### config.mk
export PLATFORM = sky130hd
export DESIGN_NAME = adc_multi_monitor_flat
export DESIGN_NICKNAME = d
export VERILOG_FILES = /design/src/rtl/adc_multi_monitor_if.sv /design/src/rtl/adc_multi_monitor.sv /design/src/flat_wrapper.sv
export SDC_FILE = /design/constraint.sdc
export NUM_CORES = 1
export LEC_CHECK = 0
export BUFFER_PORTS_ARGS = -buffer_cell sky130_fd_sc_hd__buf_2
export CAP_MARGIN = 15
export CORE_MARGIN = 4
export CORE_UTILIZATION = 58
export CTS_CLUSTER_SIZE = 12
export DETAILED_ROUTE_END_ITERATION = 7
export GPL_TIMING_DRIVEN = 0
export PLACE_DENSITY = 0.8
export SLEW_MARGIN = 10
export SYNTH_ARGS = -nofsm -noshare
export SYNTH_HDL_FRONTEND = slang
export SYNTH_SLANG_ARGS = --single-unit
### constraint.sdc
create_clock -name clk -period 6.88 [get_ports clk]
set_input_delay 0.688 -clock clk [delete_from_list [all_inputs] [get_ports clk]]
set_output_delay 0.688 -clock clk [all_outputs]
set_load 0.005 [all_outputs]
### src/rtl/adc_multi_monitor_if.sv
// Pin and status bundle for adc_multi_monitor: the ADC pins plus the register-side controls and
// results. The master is the register/status side; the monitor core is the slave.
interface adc_multi_monitor_if #(
  parameter int unsigned NUM_CH = 2,
  parameter int unsigned OUT_W  = 16
);
  logic                      enable;
  logic [NUM_CH-1:0]         adc_sdo;
  logic [NUM_CH*OUT_W-1:0]   limit;
  logic                      limit_update;
  logic                      status_clear;
  logic                      adc_convert;
  logic                      adc_sck;
  logic                      busy;
  logic                      sample_valid;
  logic [NUM_CH*OUT_W-1:0]   sample_data;
  logic                      avg_valid;
  logic [NUM_CH*OUT_W-1:0]   avg_data;
  logic [NUM_CH-1:0]         limit_fail;
  logic                      limit_any;
  logic [15:0]               frame_count;

  modport master (
    output enable, adc_sdo, limit, limit_update, status_clear,
    input  adc_convert, adc_sck, busy, sample_valid, sample_data, avg_valid, avg_data,
           limit_fail, limit_any, frame_count
  );

  modport slave (
    input  enable, adc_sdo, limit, limit_update, status_clear,
    output adc_convert, adc_sck, busy, sample_valid, sample_data, avg_valid, avg_data,
           limit_fail, limit_any, frame_count
  );
endinterface

### src/rtl/adc_multi_monitor.sv
// Multi-channel simultaneous-sampling serial ADC controller with power-of-two block averaging
// and debounced, sticky per-channel over-limit flags.
module adc_multi_monitor #(
  parameter int unsigned NUM_CH      = 2,
  parameter int unsigned DATA_W      = 14,
  parameter int unsigned OUT_W       = 16,
  parameter int unsigned CONV_CYCLES = 22,
  parameter int unsigned SCK_DIV     = 1,
  parameter int unsigned AVG_LOG2    = 2,
  parameter int unsigned FAIL_COUNT  = 2
) (
  input  logic               clk,
  input  logic               rst,
  adc_multi_monitor_if.slave bus
);
  localparam int unsigned CntMax = (CONV_CYCLES > SCK_DIV) ? CONV_CYCLES : SCK_DIV;
  localparam int unsigned CntW   = $clog2(CntMax + 1);
  localparam int unsigned BitW   = (DATA_W > 1) ? $clog2(DATA_W) : 1;
  localparam int unsigned DbW    = $clog2(FAIL_COUNT + 1);
  localparam int unsigned AccW   = OUT_W + AVG_LOG2;
  localparam int unsigned BlkW   = AVG_LOG2 + 1;
  localparam logic [BlkW-1:0] BlkLast = BlkW'((1 << AVG_LOG2) - 1);

  typedef enum logic [1:0] {StIdle, StConvert, StShift, StDone} state_e;

  state_e                          state_q;
  logic [CntW-1:0]                 cnt_q;
  logic [BitW-1:0]                 bit_q;
  logic                            conv_q, sck_q, valid_q;
  logic [NUM_CH-1:0][DATA_W-1:0]   shift_q;
  logic [NUM_CH*OUT_W-1:0]         sample_q;
  logic [15:0]                     frame_q;

  logic [NUM_CH*OUT_W-1:0]         shadow_q;
  logic [NUM_CH-1:0][DbW-1:0]      db_q, db_d;
  logic [NUM_CH-1:0]               fail_q, fail_d;
  logic [NUM_CH-1:0][AccW-1:0]     acc_q, acc_d;
  logic [NUM_CH*OUT_W-1:0]         avg_q, avg_d;
  logic [BlkW-1:0]                 blk_q, blk_d;
  logic                            avg_valid_q, avg_valid_d;
  logic [OUT_W-1:0]                smp;
  logic [AccW-1:0]                 sum;

  // Frame sequencer; adc_sdo is captured on the edge that ends each sck high phase.
  always_ff @(posedge clk or posedge rst) begin
    if (rst) begin
      state_q  <= StIdle;
      cnt_q    <= '0;
      bit_q    <= '0;
      conv_q   <= 1'b0;
      sck_q    <= 1'b0;
      valid_q  <= 1'b0;
      shift_q  <= '0;
      sample_q <= '0;
      frame_q  <= '0;
    end else begin
      valid_q <= 1'b0;
      case (state_q)
        StIdle: begin
          if (bus.enable) begin
            state_q <= StConvert;
            conv_q  <= 1'b1;
            cnt_q   <= '0;
          end
        end
        StConvert: begin
          if (cnt_q == CntW'(CONV_CYCLES - 1)) begin
            state_q <= StShift;
            conv_q  <= 1'b0;
            sck_q   <= 1'b1;
            cnt_q   <= '0;
            bit_q   <= '0;
          end else begin
            cnt_q <= cnt_q + 1'b1;
          end
        end
        StShift: begin
          if (cnt_q != CntW'(SCK_DIV - 1)) begin
            cnt_q <= cnt_q + 1'b1;
          end else begin
            cnt_q <= '0;
            if (sck_q) begin
              sck_q <= 1'b0;
              for (int i = 0; i < NUM_CH; i++) begin
                shift_q[i] <= {shift_q[i][DATA_W-2:0], bus.adc_sdo[i]};
              end
            end else if (bit_q == BitW'(DATA_W - 1)) begin
              state_q <= StDone;
              valid_q <= 1'b1;
              frame_q <= frame_q + 16'd1;
              for (int i = 0; i < NUM_CH; i++) begin
                sample_q[i*OUT_W +: OUT_W] <= OUT_W'(shift_q[i]);
              end
            end else begin
              sck_q <= 1'b1;
              bit_q <= bit_q + 1'b1;
            end
          end
        end
        StDone:  state_q <= StIdle;
        default: state_q <= StIdle;
      endcase
    end
  end

  // Compare and accumulate run on the edge that ends the sample_valid cycle.
  always_comb begin
    db_d        = db_q;
    fail_d      = fail_q;
    acc_d       = acc_q;
    avg_d       = avg_q;
    blk_d       = blk_q;
    avg_valid_d = 1'b0;
    smp         = '0;
    sum         = '0;
    if (valid_q) begin
      for (int i = 0; i < NUM_CH; i++) begin
        smp = sample_q[i*OUT_W +: OUT_W];
        if (smp > shadow_q[i*OUT_W +: OUT_W]) begin
          if (db_q[i] != DbW'(FAIL_COUNT)) db_d[i] = db_q[i] + 1'b1;
        end else begin
          db_d[i] = '0;
        end
        if (db_d[i] == DbW'(FAIL_COUNT)) fail_d[i] = 1'b1;
        sum = acc_q[i] + AccW'(smp);
        if (blk_q == BlkLast) begin
          avg_d[i*OUT_W +: OUT_W] = sum[AVG_LOG2 +: OUT_W];
          acc_d[i] = '0;
        end else begin
          acc_d[i] = sum;
        end
      end
      if (blk_q == BlkLast) begin
        blk_d       = '0;
        avg_valid_d = 1'b1;
      end else begin
        blk_d = blk_q + 1'b1;
      end
    end
    if (bus.status_clear) begin
      db_d   = '0;
      fail_d = '0;
    end
  end

  always_ff @(posedge clk or posedge rst) begin
    if (rst) begin
      shadow_q    <= '0;
      db_q        <= '0;
      fail_q      <= '0;
      acc_q       <= '0;
      avg_q       <= '0;
      blk_q       <= '0;
      avg_valid_q <= 1'b0;
    end else begin
      if (bus.limit_update) shadow_q <= bus.limit;
      db_q        <= db_d;
      fail_q      <= fail_d;
      acc_q       <= acc_d;
      avg_q       <= avg_d;
      blk_q       <= blk_d;
      avg_valid_q <= avg_valid_d;
    end
  end

  assign bus.adc_convert  = conv_q;
  assign bus.adc_sck      = sck_q;
  assign bus.busy         = (state_q != StIdle);
  assign bus.sample_valid = valid_q;
  assign bus.sample_data  = sample_q;
  assign bus.frame_count  = frame_q;
  assign bus.avg_valid    = avg_valid_q;
  assign bus.avg_data     = avg_q;
  assign bus.limit_fail   = fail_q;
  assign bus.limit_any    = |fail_q;
endmodule

### src/flat_wrapper.sv
// flat-port wrapper written by rule: the top's interface ports become plain ports
module adc_multi_monitor_flat 
#(
  parameter int unsigned NUM_CH      = 2,
  parameter int unsigned DATA_W      = 14,
  parameter int unsigned OUT_W       = 16,
  parameter int unsigned CONV_CYCLES = 22,
  parameter int unsigned SCK_DIV     = 1,
  parameter int unsigned AVG_LOG2    = 2,
  parameter int unsigned FAIL_COUNT  = 2
)
  (clk, rst, bus_enable, bus_adc_sdo, bus_limit, bus_limit_update, bus_status_clear, bus_adc_convert, bus_adc_sck, bus_busy, bus_sample_valid, bus_sample_data, bus_avg_valid, bus_avg_data, bus_limit_fail, bus_limit_any, bus_frame_count);
  adc_multi_monitor_if #(.NUM_CH(NUM_CH), .OUT_W(OUT_W)) bus_i ();
  input  logic clk;
  input  logic rst;
  input wire logic [$bits(bus_i.enable)-1:0] bus_enable;
  input wire logic [$bits(bus_i.adc_sdo)-1:0] bus_adc_sdo;
  input wire logic [$bits(bus_i.limit)-1:0] bus_limit;
  input wire logic [$bits(bus_i.limit_update)-1:0] bus_limit_update;
  input wire logic [$bits(bus_i.status_clear)-1:0] bus_status_clear;
  output wire logic [$bits(bus_i.adc_convert)-1:0] bus_adc_convert;
  output wire logic [$bits(bus_i.adc_sck)-1:0] bus_adc_sck;
  output wire logic [$bits(bus_i.busy)-1:0] bus_busy;
  output wire logic [$bits(bus_i.sample_valid)-1:0] bus_sample_valid;
  output wire logic [$bits(bus_i.sample_data)-1:0] bus_sample_data;
  output wire logic [$bits(bus_i.avg_valid)-1:0] bus_avg_valid;
  output wire logic [$bits(bus_i.avg_data)-1:0] bus_avg_data;
  output wire logic [$bits(bus_i.limit_fail)-1:0] bus_limit_fail;
  output wire logic [$bits(bus_i.limit_any)-1:0] bus_limit_any;
  output wire logic [$bits(bus_i.frame_count)-1:0] bus_frame_count;
  assign bus_i.enable = bus_enable;
  assign bus_i.adc_sdo = bus_adc_sdo;
  assign bus_i.limit = bus_limit;
  assign bus_i.limit_update = bus_limit_update;
  assign bus_i.status_clear = bus_status_clear;
  assign bus_adc_convert = bus_i.adc_convert;
  assign bus_adc_sck = bus_i.adc_sck;
  assign bus_busy = bus_i.busy;
  assign bus_sample_valid = bus_i.sample_valid;
  assign bus_sample_data = bus_i.sample_data;
  assign bus_avg_valid = bus_i.avg_valid;
  assign bus_avg_data = bus_i.avg_data;
  assign bus_limit_fail = bus_i.limit_fail;
  assign bus_limit_any = bus_i.limit_any;
  assign bus_frame_count = bus_i.frame_count;
  adc_multi_monitor #(.NUM_CH(NUM_CH), .DATA_W(DATA_W), .OUT_W(OUT_W), .CONV_CYCLES(CONV_CYCLES), .SCK_DIV(SCK_DIV), .AVG_LOG2(AVG_LOG2), .FAIL_COUNT(FAIL_COUNT)) u_core (.clk(clk), .rst(rst), .bus(bus_i));
endmodule
; ---- After elaboration in Yosys (flattened, before gate mapping)
; Index checks and enable logic that the tools add are counted.
[classes]
magnitude_cmp = 2
n_eq_ne = 16
addsub = 8
n_mul = 0
reduce_logical = 20
n_bitwise = 2
n_div = 0
shift = 0
muxes = 44
[ops]
columns = cell, count
row1 = $add 18x14->18, 2
row2 = $mux 18, 2
row3 = $gt 14x16->1, 2
row4 = $mux 2, 13
row5 = $mux 4, 6
row6 = $add 16x1->16 const B, 1
row7 = $mux 5, 3
row8 = $pmux 5 s3, 1
row9 = $mux 1, 14
row10 = $ne 2x2->1 const B, 6
row11 = $reduce_bool 2->1, 6
row12 = $reduce_and 5->1, 2
row13 = $reduce_and 3->1, 3
row14 = $eq 2x2->1 const B, 4
row15 = $pmux 2 s4, 1
row16 = $pmux 4 s2, 1
row17 = $reduce_and 2->1, 4
row18 = $add 5x1->5 const B, 1
row19 = $eq 5x5->1 const B, 1
row20 = $reduce_bool 5->1, 1
row21 = $add 2x1->2 const B, 2
row22 = $add 4x1->4 const B, 1
row23 = $eq 4x4->1 const B, 1
row24 = $ne 2x1->1 const B, 2
row25 = 10 further kinds, 12
[word_totals]
latchBits = 0
mem_count = 0
rom_bits = 0
ram_bits = 0
word_cells = 112
regBits = 196
output_inout_bits = 88
input_bits = 39

; ---- Logic depth before layout (Yosys ltp)
; Gate-level depths: netlist of run 1.
[logic_depth]
ltp_word = 8
depth_mapped = 10
depth_no_buf = 10

; ---- Worst setup path before layout of run 1
; No wires, ideal clock.
[synth_timing]
path_type = reg-to-reg
startpoint = register u_core.sample_q[16], in the netlist u_core.bus.sample_data[16]
endpoint = register u_core.avg_q[26], in the netlist u_core.bus.avg_data[26]
path_stages_with_launch = 10
n_path_buf = 0
t_arrival_ns = 2.354
required_time_ns = 6.754
slack_ns = 4.400
setup_time_ns = 0.126
period_less_slack_ns = 2.480
cell_sequence = dfrtp_1 -> ha_1 -> fa_1 -> a211oi_1 -> o21ai_1 -> a31oi_1 -> nor2_1 -> a311oi_1 -> xor2_1 -> o21ai_1
[synth_via]
elab_chain_len = 1
[synth_lines]
columns = item, line
row1 = start: declaration, adc_multi_monitor.sv:31  ; logic [NUM_CH*OUT_W-1:0] sample_q;
row2 = start signal: indexed assignment, adc_multi_monitor.sv:92  ; sample_q[i*OUT_W +: OUT_W] <= OUT_W'(shift_q[i]);
row3 = $add 18x14->18, adc_multi_monitor.sv:125  ; sum = acc_q[i] + AccW'(smp);
row4 = end signal: assignment, adc_multi_monitor.sv:160  ; avg_q <= avg_d;
row5 = end: declaration, adc_multi_monitor.sv:38  ; logic [NUM_CH*OUT_W-1:0] avg_q, avg_d;
; Every way passes these cells.
; A chain may end at the register's enable or synchronous reset.

; ---- Worst setup path after layout of run 1
; Same ends and word-level chain as after synthesis.

==> results.tsv, run 1 <==
stage	metric	value	unit
routing	highest_layer	met4	
finish	fillCellCount	1284	
placement	port_buffers	121	
die	die_height	139	um
routing	viasPerCell	5.69	
pwr	irDropWorstVdd	0.212	mV
pwr	p_leak	5.91	nW
critical_path	crit_buf_inv	0	
finish	antenna_cells	0	
synth	synth-seq-cells	196	
timing	rsz0062_at_grt	false	
routing	drt-pass1-iter-count	5	
cts	cts_buffer_depth	2	
routing	num_vias	7693	
routing	wl	22.8	mm
placement	dp_hpwl	16.5	mm
finish	multi_input_area	4620	um^2
synth	synth.cell_area	9890	um^2
global_route	grt_overflow	0	
routing	met3WireLength	1.24	mm
finish	final_common_cell	dfrtp_1	
finish	nets	1227	
cts	worstSkewPairLatency	0.43	ns
synth	synth_edf_count	0	
critical_path	arrival	3.12	ns
cts	path_clk_slew	0.07	ns
placement	place_inst	1319	
routing	antenna_left	0	
critical_path	critPathSlowestCell	fa_1	
cts	cts_tree	built	
timing	worst_slack	4.07	ns
critical_path	worst_path_most_repeated_cell	o21ai_1	
finish	fin_cells	1351	
timing	fmax	356	MHz
timing	setup_viol	0	
synth	yosysWarnings	0	
cts	htreeDepth	4	
critical_path	worstSetupPathType	register to register	
synth	yosysUniqueCellTypes	68	
cts	cts_resized	0	
global_route	grt.total_usage	24.1	%
cts	clock_sinks	196	
pwr	cellPowerDensity	241	nW/um^2
placement	place_congestion	0.908	
placement	pre_cts_slack	4.15	ns
finish	areaGrowthSynthToFinish	15.3	%
die	initial_core_util	59.4	%
synth	synthTopCellsByArea	dfrtp_1, ha_1, nand2_1	
critical_path	critPathMaxStageDelay	0.44	ns
timing	fin_crit_sh	40.8	%
synth	yosys.area.top_type	dfrtp_1	
critical_path	path_cells	ha_1 > fa_1 > a211oi_1 > o21ai_1 > a31oi_1 > nor2_1 > a311oi_1 > xor2_1 > o21ai_1	
global_route	grt_pass1_wl	37.7	mm
timing	hold_viol_final	0	
critical_path	regToRegSetupSlack	4.07	ns
cts	numCtsBuffers	17	
finish	seqCellArea	4900	um^2
die	io_pins	127	
finish	drive_gt1_share	18.7	%
critical_path	timing.critical_path.from_type	register	
global_route	first_global_vias	7391	
timing	min_period	2.81	ns
timing	fin_skew	0.00826	ns
global_route	antenna_found_initial	0	
finish	final_cell_mix	dfrtp_1, nand2_1, buf_2	
critical_path	critical_path.top_delay_family	compound AO/OA/AOI/OAI gates	
timing	slew_viol_final	0	
die	die_x	139	um
critical_path	cp_max_fo	3	
synth	ys.flop_type	dfrtp_1	
routing	drc_errors	0	
synth	synth_cells	974	
critical_path	end_kind	register	
die	num_rows	47	
synth	yosysTopAreaCellShare	49.6	%
worst_hold_path	hp-class	input pin to async pin	
timing	max_slew_margin	43.5	%
routing	drt_iter0_markers	558	
routing	wl_met1	10.1	mm
flow_run	cap_violations	0	
die	dieArea	19200	um^2
die	core_region_area	16600	um^2
global_route	grt_max_degree	113	
cts	cts_root_buf	clkbuf_16	
synth	synthArstFlopShare	100	%
routing	met2_length	11.0	mm
critical_path	required	7.19	ns
cts	cts_setup_buffers	0	
synth	seq_area_frac_synth	49.6	%
routing	wl_per_cell	16.9	um
cts	ctsHoldBuffers	0	
synth	postSynthAreaPerCell	10.2	um^2
run_status	status	completed	
timing	tightest_slew	0.841	ns
==> synthesized netlist by cell type, types with 3 or more instances <==
cell type	instances
dfrtp_1	196
nand2_1	178
o21ai_0	73
ha_1	68
inv_1	54
mux2_2	39
nor2_1	32
a21oi_1	30
clkbuf_1	28
xnor2_1	28
o2bb2ai_1	26
xor2_1	20
nand3_1	19
a21o_1	16
o21ai_1	16
nor2b_1	13
nand2b_1	11
nand4_1	11
nor3_1	9
and3_1	8
o21a_1	6
a211oi_1	5
a22o_1	5
a31oi_1	5
buf_1	4
buf_4	4
o21bai_1	4
o31ai_1	4
or4_1	4
and2_1	3
or3_1	3
==> layer usage <==
metal,vias up,track usage [%]
met5,-,0
met4,0,7.64
met3,46,3.90
met2,244,39.2
met1,3727,33.4
li1,3676,-
==> state kept, by name (all words and copies together), names as in the netlist <==
register and flops:
u_core.acc_q 36, u_core.bus.avg_data 32, u_core.shadow_q 32, u_core.bus.sample_data 28
u_core.shift_q 28, u_core.bus.frame_count 16, u_core.cnt_q 5, u_core.bit_q 4
u_core.db_q 4, u_core.blk_q 3, u_core.bus.limit_fail 2, u_core.state_q 2
u_core.bus.adc_convert 1, u_core.bus.adc_sck 1, u_core.bus.avg_valid 1, u_core.bus.sample_valid 1
==> final timing paths <==
kind,startpoint,cells past startpoint,to
setup / recovery,u_core.bus.sample_data[16]$_DFFE_PP0P_,9,u_core.bus.avg_data[26]$_DFFE_PP0P_
hold / removal,rst,2,u_core.bus.frame_count[9]$_DFFE_PP0P_
setup reg to reg,u_core.bus.sample_data[16]$_DFFE_PP0P_,9,u_core.bus.avg_data[26]$_DFFE_PP0P_
hold reg to reg,u_core.bus.frame_count[15]$_DFFE_PP0P_,1,u_core.bus.frame_count[15]$_DFFE_PP0P_
max in group asynchronous,rst,3,u_core.acc_q[16]$_DFFE_PP0P_
min in group clk,bus_limit[10],3,u_core.shadow_q[10]$_DFFE_PP0P_
==> stage by stage <==
| step | TNS, ns | util (%) | area, um^2 | hold WS [ns] | total power (W) |
|---|---|---|---|---|---|
| floorplan | 0 | - | 9900 | 0.433 | 0.00165 |
| global placement | -236.53 | 64.8 | 10800 | 0.448 | 0.00175 |
| detailed placement | 0 | 65.0 | 10800 | 0.455 | 0.00177 |
| CTS | 0 | 68.5 | 11400 | 0.365 | 0.00275 |
| global route | 0 | 68.5 | 11400 | 0.397 | 0.00287 |
| finish | 0 | 68.5 | 11400 | 0.333 | 0.00274 |
==> logic make-up after synthesis <==
logic type	synth area share [%]
simple gates	13.8
other cells	0.0379
fa+ha+maj	9.01
buf+inv	3.78
compound gates	14.8
xor+xnor	4.25
mux	4.69
flops	49.6
==> layout make-up <==
cell class	instances	area share, %
Inverter	56	1.91
Tap cell	220	2.41
Timing Repair Buffer	122	5.55
Multi-Input combinational cell	688	40.5
Sequential cell	196	43.0
Clock inverter	11	1.12
Clock buffer	21	4.04
Buffer	37	1.44
==> power breakdown <==
group,internal [W],switching (W)
clock,0.000557,0.000442
combinational,0.000197,0.000234
sequential,0.00125,0.0000689
total,0.00200,0.000745
==> worst reg2reg max path, stage by stage (launching register included) <==
cell and delay [ns]:
dfrtp_1 0.42, ha_1 0.26, fa_1 0.44, a211oi_1 0.33
o21ai_1 0.16, a31oi_1 0.34, nor2_1 0.10, a311oi_1 0.34
xor2_1 0.22, o21ai_1 0.09
(Power assumes the default switching activity.)
==> inputs of run 2 (changes only) <==
==> constraint.sdc (replaced) <==
create_clock -name clk -period 2.6 [get_ports clk]
set_input_delay 0.26 -clock clk [delete_from_list [all_inputs] [get_ports clk]]
set_output_delay 0.26 -clock clk [all_outputs]
set_load 0.005 [all_outputs]
==> results.tsv, run 2 (synthesized netlist as in run 1, its figures left out) <==
stage	metric	value	unit
run_status	status	completed	
placement	place_congestion	0.918	
cts	cts_buffer_depth	2	
timing	setup_viol	0	
die	num_rows	47	
cts	htreeDepth	4	
cts	clock_sinks	196	
critical_path	required	2.92	ns
pwr	pwr-share-clk	37.6	%
finish	antenna_cells	0	
timing	worst_slack	0.0381	ns
critical_path	arrival	2.88	ns
timing	slew_viol_final	0	
die	dieArea	19200	um^2
timing	max_slew_margin	43.9	%
critical_path	worstSetupPathType	register to register	
pwr	p_sw	0.00208	W
placement	pre_cts_slack	-0.118	ns
cts	numCtsBuffers	17	
finish	fillCellCount	1263	
pwr	power_frac_comb	15.9	%
die	initial_core_util	59.4	%
global_route	grt_overflow	0	
critical_path	end_kind	register	
pwr	irDropWorstVdd	0.515	mV
finish	multi_input_area	4690	um^2
die	die_height	139	um
finish	seqCellArea	4910	um^2
routing	num_vias	7771	
finish	largest_reg_flops	36	
routing	wl_per_cell	17.2	um
routing	drt-pass1-iter-count	5	
global_route	antenna_found_initial	0	
pwr	cellPowerDensity	643	nW/um^2
global_route	first_global_vias	7672	
routing	drt_iter0_markers	448	
timing	min_period	2.56	ns
timing	fmax	390	MHz
pwr	p_leak	6.00	nW
routing	antenna_left	0	
timing	fin_crit_sh	98.5	%
die	core_region_area	16600	um^2
die	io_pins	127	
die	die_x	139	um
pwr	p_seq_share	46.5	%
finish	largest-register	u_core.acc_q	
timing	tightest_slew	0.835	ns
finish	fin_cells	1361	
placement	port_buffers	121	
cts	cts_tree	built	
finish	final_cell_mix	dfrtp_1, nand2_1, buf_2	
finish	areaGrowthSynthToFinish	17.7	%
global_route	grt_pass1_wl	38.3	mm
finish	drive_gt1_share	20.9	%
critical_path	cp_max_fo	3	
worst_hold_path	hp-class	input pin to register	
placement	place_inst	1324	
pwr	p_int	0.00540	W
finish	nets	1237	
pwr	swShare	27.8	%
global_route	grt.total_usage	24.5	%
critical_path	timing.critical_path.from_type	register	
timing	hold_viol_final	0	
timing	setup_tns	0	ns
flow_run	cap_violations	0	
global_route	grt_max_degree	40	
cts	path_clk_slew	0.07	ns
routing	drc_errors	0	
timing	fin_skew	0.0110	ns
routing	viasPerCell	5.71	
routing	wl	23.3	mm
finish	final_common_cell	dfrtp_1	
placement	dp_hpwl	16.9	mm
cts	cts_root_buf	clkbuf_16	
cts	worstSkewPairLatency	0.44	ns
-- run 2: cell count changes in the layout (fill, tap and decap cells not counted), moves of 2 or more --
| cell | change |
|---|---|
| inv_6 | +4 |
| a21oi_1 | -2 |
| ha_1 | -3 |
| clkbuf_1 | -2 |
| buf_12 | +6 |
| ha_2 | +3 |
| fa_1 | -2 |
| fa_2 | +2 |
| buf_4 | +4 |
| clkinvlp_4 | -2 |
| a21oi_2 | +2 |
-- run 2: power groups by stage --
| stage | Sequential, W | Combinational (W) | Clock, W |
|---|---|---|---|
| CTS | 0.00348 | 0.00119 | 0.00283 |
| detailed placement | 0.00353 | 0.00117 | 0 |
| floorplan | 0.00348 | 0.000890 | 0 |
| global route | 0.00351 | 0.00134 | 0.00297 |
| finish | 0.00348 | 0.00119 | 0.00282 |
| global placement | 0.00352 | 0.00111 | 0 |
-- run 2: what timing repair did --
item / 4_1_cts / 5_1_grt
hold buffers: 1 / 0
gates resized for setup: 6 / 10
pin swaps: 2 / 6
setup buffers: 1 / 3
endpoints found under the setup margin: 8 / 17
cloned: 0 / 0
endpoints found under the hold margin: 22 / 0
-- run 2: per-stage QoR --
step           area, um^2  utilization, %  total power [W]  hold slack [ns]
3_5_place_dp        10900            65.5          0.00470            0.355
3_3_place_gp        10800            64.8          0.00463            0.446
6_report            11600            70.0          0.00749           0.0249
4_1_cts             11600            69.6          0.00750           0.0138
2_1_floorplan        9910               -          0.00437            0.381
5_1_grt             11600            70.0          0.00782           0.0252
-- run 2: cell type report --
type	count	area share [%]
multi-input combinational	688	40.3
tap	220	2.36
buffer	37	1.41
sequential	196	42.1
clock inverter	14	1.61
timing repair buffer	132	6.57
clock buffer	18	3.77
inverter	56	1.84
-- run 2: per-layer routing --
| layer | up-vias | track usage, % | part of all wire (%) |
|---|---|---|---|
| met5 | - | 0 | 0 |
| met4 | 0 | 8.06 | 2.3 |
| met3 | 42 | 4.17 | 4.8 |
| met2 | 221 | 41.0 | 49 |
| met1 | 3812 | 32.7 | 44 |
| li1 | 3696 | - | - |
-- run 2: path summary, 6_finish.rpt --
path / end / cells past startpoint / slack (ns) / startpoint
setup / recovery: u_core.bus.avg_data[25]$_DFFE_PP0P_ / 8 / 0.04 / u_core.bus.sample_data[17]$_DFFE_PP0P_
hold / removal: u_core.shadow_q[7]$_DFFE_PP0P_ / 3 / 0.02 / bus_limit[7]
setup reg to reg: u_core.bus.avg_data[25]$_DFFE_PP0P_ / 8 / 0.04 / u_core.bus.sample_data[17]$_DFFE_PP0P_
hold reg to reg: u_core.bus.avg_data[7]$_DFFE_PP0P_ / 2 / 0.47 / u_core.bus.avg_data[7]$_DFFE_PP0P_
max in group asynchronous: u_core.acc_q[29]$_DFFE_PP0P_ / 6 / 1.19 / rst
min in group asynchronous: u_core.bus.frame_count[13]$_DFFE_PP0P_ / 3 / 0.44 / rst
-- run 2: worst max-delay path: stages (launching register included) --
cell and delay (ns):
dfrtp_2 0.43, ha_1 0.31, a211o_1 0.33, a2111oi_4 0.44, o31ai_2 0.15, a21o_1 0.21
a21oi_2 0.14, xnor2_1 0.15, mux2_4 0.29
